File: src/rtl/uart_pkg.sv
// Shared UART controller definitions: arbiter FSM states and a constant-safe clog2 helper.
package uart_pkg;

    typedef enum logic [1:0] {
        IDLE      = 2'd0,
        ISSUE     = 2'd1,
        WAIT_BUSY = 2'd2,
        WAIT_DONE = 2'd3
    } arb_state_t;

    // Usable in parameter/localparam expressions.
    function automatic int clog2(input int value);
        int result;
        result = 0;
        for (int i = 0; i < 31; i++) begin
            if ((1 << i) < value) begin
                result = i + 1;
            end
        end
        return result;
    endfunction

endpackage

File: src/rtl/rr_arbiter.sv
// Combinational round-robin pick: first set request strictly above ptr, else lowest set request.
module rr_arbiter #(
    parameter int NUM_REQ = 4,
    parameter int IDW     = $clog2(NUM_REQ)
) (
    input  logic [NUM_REQ-1:0] req,
    input  logic [IDW-1:0]     ptr,
    output logic [IDW-1:0]     winner,
    output logic               any_req
);

    // Two descending passes; the second overrides with the lowest request above ptr when one exists.
    always_comb begin
        winner  = '0;
        any_req = 1'b0;
        for (int j = NUM_REQ - 1; j >= 0; j--) begin
            if (req[j]) begin
                winner  = IDW'(j);
                any_req = 1'b1;
            end
        end
        for (int j = NUM_REQ - 1; j >= 0; j--) begin
            if (req[j] && (IDW'(j) > ptr)) begin
                winner = IDW'(j);
            end
        end
    end

endmodule

File: src/rtl/uart_tx_arbiter.sv
// Round-robin sharing of one UART transmitter among NUM_REQ requesters, one byte per grant,
// with a watchdog on the transmitter acknowledging the start pulse.
module uart_tx_arbiter
    import uart_pkg::*;
#(
    parameter int NUM_REQ      = 4,
    parameter int DATA_BITS    = 8,
    parameter int BUSY_TIMEOUT = 64
) (
    input  logic                         clk,
    input  logic                         rst,
    input  logic [NUM_REQ-1:0]           req,
    input  logic [NUM_REQ*DATA_BITS-1:0] req_data,
    output logic [NUM_REQ-1:0]           req_ack,
    output logic                         tx_start,
    output logic [DATA_BITS-1:0]         tx_data,
    input  logic                         tx_busy,
    output logic [$clog2(NUM_REQ)-1:0]   active_id,
    output logic                         tx_done,
    output logic                         err_timeout
);

    localparam int IDW   = $clog2(NUM_REQ);
    localparam int CNT_W = clog2(BUSY_TIMEOUT + 1);
    localparam logic [CNT_W-1:0] CNT_LAST = CNT_W'(BUSY_TIMEOUT - 1);
    localparam logic [CNT_W-1:0] CNT_MAX  = CNT_W'(BUSY_TIMEOUT);

    arb_state_t state, state_next;
    logic [IDW-1:0]       ptr, ptr_next;
    logic [IDW-1:0]       id_next;
    logic [DATA_BITS-1:0] data_next;
    logic [NUM_REQ-1:0]   ack_next;
    logic                 start_next, done_next, err_next;
    logic [CNT_W-1:0]     cnt, cnt_next;
    logic [IDW-1:0]       winner;
    logic                 any_req;

    rr_arbiter #(
        .NUM_REQ(NUM_REQ),
        .IDW    (IDW)
    ) u_rr (
        .req    (req),
        .ptr    (ptr),
        .winner (winner),
        .any_req(any_req)
    );

    // Every output is registered, so the pulses computed here appear one cycle after the decision.
    always_ff @(posedge clk) begin
        if (rst) begin
            state       <= IDLE;
            ptr         <= IDW'(NUM_REQ - 1);
            active_id   <= '0;
            tx_data     <= '0;
            req_ack     <= '0;
            tx_start    <= 1'b0;
            tx_done     <= 1'b0;
            err_timeout <= 1'b0;
            cnt         <= '0;
        end else begin
            state       <= state_next;
            ptr         <= ptr_next;
            active_id   <= id_next;
            tx_data     <= data_next;
            req_ack     <= ack_next;
            tx_start    <= start_next;
            tx_done     <= done_next;
            err_timeout <= err_next;
            cnt         <= cnt_next;
        end
    end

    always_comb begin
        state_next = state;
        ptr_next   = ptr;
        id_next    = active_id;
        data_next  = tx_data;
        ack_next   = '0;
        start_next = 1'b0;
        done_next  = 1'b0;
        err_next   = 1'b0;
        cnt_next   = cnt;
        case (state)
            // A still-busy transmitter (e.g. finishing a byte aborted by reset) blocks new grants.
            IDLE: begin
                if (any_req && !tx_busy) begin
                    ptr_next          = winner;
                    id_next           = winner;
                    data_next         = req_data[winner*DATA_BITS +: DATA_BITS];
                    ack_next[winner]  = 1'b1;
                    state_next        = ISSUE;
                end
            end
            ISSUE: begin
                start_next = 1'b1;
                cnt_next   = '0;
                state_next = WAIT_BUSY;
            end
            WAIT_BUSY: begin
                if (tx_busy) begin
                    state_next = WAIT_DONE;
                end else if (cnt >= CNT_LAST) begin
                    err_next   = 1'b1;
                    state_next = IDLE;
                end else if (cnt != CNT_MAX) begin
                    cnt_next = cnt + CNT_W'(1);
                end
            end
            WAIT_DONE: begin
                if (!tx_busy) begin
                    done_next  = 1'b1;
                    state_next = IDLE;
                end
            end
            default: state_next = IDLE;
        endcase
    end

endmodule

File: config.mk
export PLATFORM = sky130hd
export DESIGN_NAME = uart_tx_arbiter
export DESIGN_NICKNAME = d
export VERILOG_FILES = /design/src/rtl/uart_pkg.sv /design/src/rtl/rr_arbiter.sv /design/src/rtl/uart_tx_arbiter.sv
export SDC_FILE = /design/constraint.sdc
export NUM_CORES = 1
export LEC_CHECK = 0
export CORE_MARGIN = 4
export CORE_UTILIZATION = 40
export CTS_BUF_LIST = sky130_fd_sc_hd__clkbuf_8
export DETAILED_ROUTE_END_ITERATION = 8
export PLACE_DENSITY = 0.74
export SYNTH_ARGS = -nofsm -noshare
export SYNTH_HDL_FRONTEND = slang
export SYNTH_SLANG_ARGS = --single-unit
File: constraint.sdc
create_clock -name clk -period 2.1 [get_ports clk]
set_input_delay 0.42 -clock clk [delete_from_list [all_inputs] [get_ports clk]]
set_output_delay 0.42 -clock clk [all_outputs]
set_load 0.03 [all_outputs]
==> impl_metrics.toml <==
[final_layout]
antennaDiodeCount = 0
nNetsFinal = 284
fillers = 351
seq_area_um2 = 561
area_growth_syn_to_layout_pct = 47.4
drive_above_1_share = 0.133
utilization = 0.611
multi_input_area_um2 = 872

[die]
dieWidth_um = 69.8
die_h_um = 69.8
initial_core_util = 0.415
rows = 22
io_pins = 56
core_area_um2 = 3690
dieArea_um2 = 4880

[sta]
rsz0062_at_grt = "false"
finalCritPeriodShare = 0.960
worst_slew_pin_slew_ns = 0.485
clock_skew_ns = 0.00474
drv_slew = 0
finalHoldViolCount = 0
worst_hold_slack_ns = 0.457
post-route-min-period_ns = 2.02
setup-violations-final = 0
slew_headroom = 0.674
max_freq_ghz = 0.496

[placement]
io_buffers = 55
gp_congestion = 0.867
hpwl_um = 3320

[worst_setup_path]
reg2reg_from = "cnt[0]$_SDFFE_PP0P_"
path_class = "input pin to register"
crit_arrival_ns = 2.16
critPathSlowestCell = "clkdlybuf4s50_1"
crit_buf_inv = 1
critPathTopFamily = "compound AO/OA/AOI/OAI gates"
startpoint_type = "input pin"
path_max_fanout = 9
slowest_delay_ns = 0.52
startpoint = "req[3]"
endpoint_kind = "register"
required_ns = 2.25
crit_chain = "clkdlybuf4s50_1 -> and3b_1 -> a311o_1 -> a222oi_1 -> a311oi_1"

[drt]
viasPerCell = 5.80
met2_length_um = 2200
routed-via-count = 1675
drt_iter0_markers = 153
dr.pass1.iters = 5
wl_met1_um = 1900
wl_met3_um = 131
drc = 0
ant_nets = 0
wl_per_cell_um = 14.9
route.top_layer_used = "met4"
routed_wl_um = 4300

[global_route]
grt_antenna_before_repair = 0
grt_use_total = 0.176
grt_pass1_wl_um = 7100
grt_max_degree = 19
grt_pass1_vias = 1576
grt_remaining_overflow = 0

[clock_tree]
cts_tree = "done"
hold_buffers = 0
htree_levels = 1
numCtsBuffers = 3
clock_latency_ns = 0.27
cts_setup_buffers = 0
root_buffer = "clkbuf_8"
cts_buffer_depth = 2
ctsResizeCount = 0
clkSinkCount = 28
clkTransAtPathRegs_ns = 0.09

[power]
power_density_nw_per_um2 = 580
vdd_drop_max_uv = 276
p_leak_nw = 0.833

[synth]
netlist_instances = 178
syn-cell-area_um2 = 1530
synthFlopType = "dfxtp_1"
synth_edf_count = 0
synth_nets = 219
ys_seq_elements = 28
avgSynthCellArea_um2 = 8.59
ys_warn_count = 0
ys_types = 51
synthArstFlopShare = 0
seq_area_frac_synth = 0.367

[worst_hold_path]
hp-start = "active_id[1]$_SDFFE_PP0P_"
min_path_type = "register to register"

[run]
maxCapViolations = 0

[run_status]
outcome = "completed"
power breakdown:
part / leakage [nW] / switching [mW] / internal (mW)
clock network: 0.0216 / 0.157 / 0.129
registers: 0.229 / 0.0315 / 0.566
logic: 0.583 / 0.206 / 0.218
total: 0.833 / 0.395 / 0.913
metrics by stage:
step	std cells	total power, mW	setup WS (ns)	instance area, um^2	setup TNS, ns
after global routing	289	1.37	0.0301	2250	0
after CTS	289	1.31	0.0845	2250	0
after floorplan	178	0.837	0.366	1530	0
after detailed placement	286	1.03	-0.201	2210	-1.19
final	289	1.31	0.0846	2250	0
after global placement	286	1.03	-0.0944	2210	-0.694
cell usage in the layout (no fill, tap or decap), types with 2 or more instances in the layout:
master           Yosys  layout
a311oi_1             8       8
and3_1               2       2
nor4_1               3       3
clkdlybuf4s50_1      0      55
a41oi_1              2       2
a21oi_1              8       8
inv_1                7       7
ha_1                 2       2
clkbuf_8             0       3
o31ai_1              2       2
dfxtp_1             28      28
and3b_1              2       2
and2_1               2       2
o22ai_1              2       2
nor3_1               8       8
nand2b_1             3       3
o21a_1               2       2
nand3_1              2       2
a2bb2oi_1            2       2
buf_4                0      19
nand4_1              5       5
nand2_1              8       8
o21bai_1             2       2
a222oi_1             8       8
o21ai_0             13      13
nor2_1              18      18
synthesized netlist by cell type (3+ instances only):
cell,instances,share of area
inv_1,7,0.017
nor3_1,8,0.026
a222oi_1,8,0.052
nand2_1,8,0.020
nand2b_1,3,0.012
clkbuf_1,5,0.012
dfxtp_1,28,0.37
nor2_1,18,0.044
buf_2,8,0.026
a21oi_1,8,0.026
a311oi_1,8,0.046
nand4_1,5,0.020
nor4_1,3,0.012
o21ai_0,13,0.043
logic make-up after synthesis:
family,Yosys count,synth area share
muxes,1,0.00655
and+or+nand+nor,62,0.223
DFF,28,0.367
AOI/OAI and AO/OA,64,0.325
buffers and inverters,21,0.0630
adders and majority gates,2,0.0164
registers in the layout (all words and copies together) (netlist names):
name	cells
cnt	7
err_timeout	1
tx_start	1
state	2
tx_data	8
ptr	2
req_ack	4
active_id	2
tx_done	1
layout make-up:
class | instances | area share
clock buffers | 3 | 0.0183
inverters | 7 | 0.0117
multi-input cells | 129 | 0.387
flip-flops and latches | 28 | 0.249
well taps | 48 | 0.0267
repair buffers | 74 | 0.308
metal layers:
| metal | up-vias | GRT usage |
|---|---|---|
| met2 | 39 | 0.291 |
| met1 | 806 | 0.225 |
| met3 | 7 | 0.0217 |
| met4 | 0 | 0.0809 |
| li1 | 823 | - |
| met5 | - | 0 |
path summary, 6_finish.rpt:
check	end	slack [ns]	cells past startpoint
worst min-delay path	active_id[1]$_SDFFE_PP0P_	0.46	2
worst max register to register	cnt[1]$_SDFFE_PP0P_	0.27	5
worst max-delay path	tx_data[0]$_SDFFE_PP0P_	0.08	5
worst min register to register	active_id[1]$_SDFFE_PP0P_	0.46	2
worst register-to-register path: stages, from the launching register on:
cell and delay [ns]:
dfxtp_1 0.38, ha_1 0.28, a211oi_1 0.31, nor3_2 0.13
or4_1 0.53, a21oi_1 0.14
(Power assumes the default switching activity.)
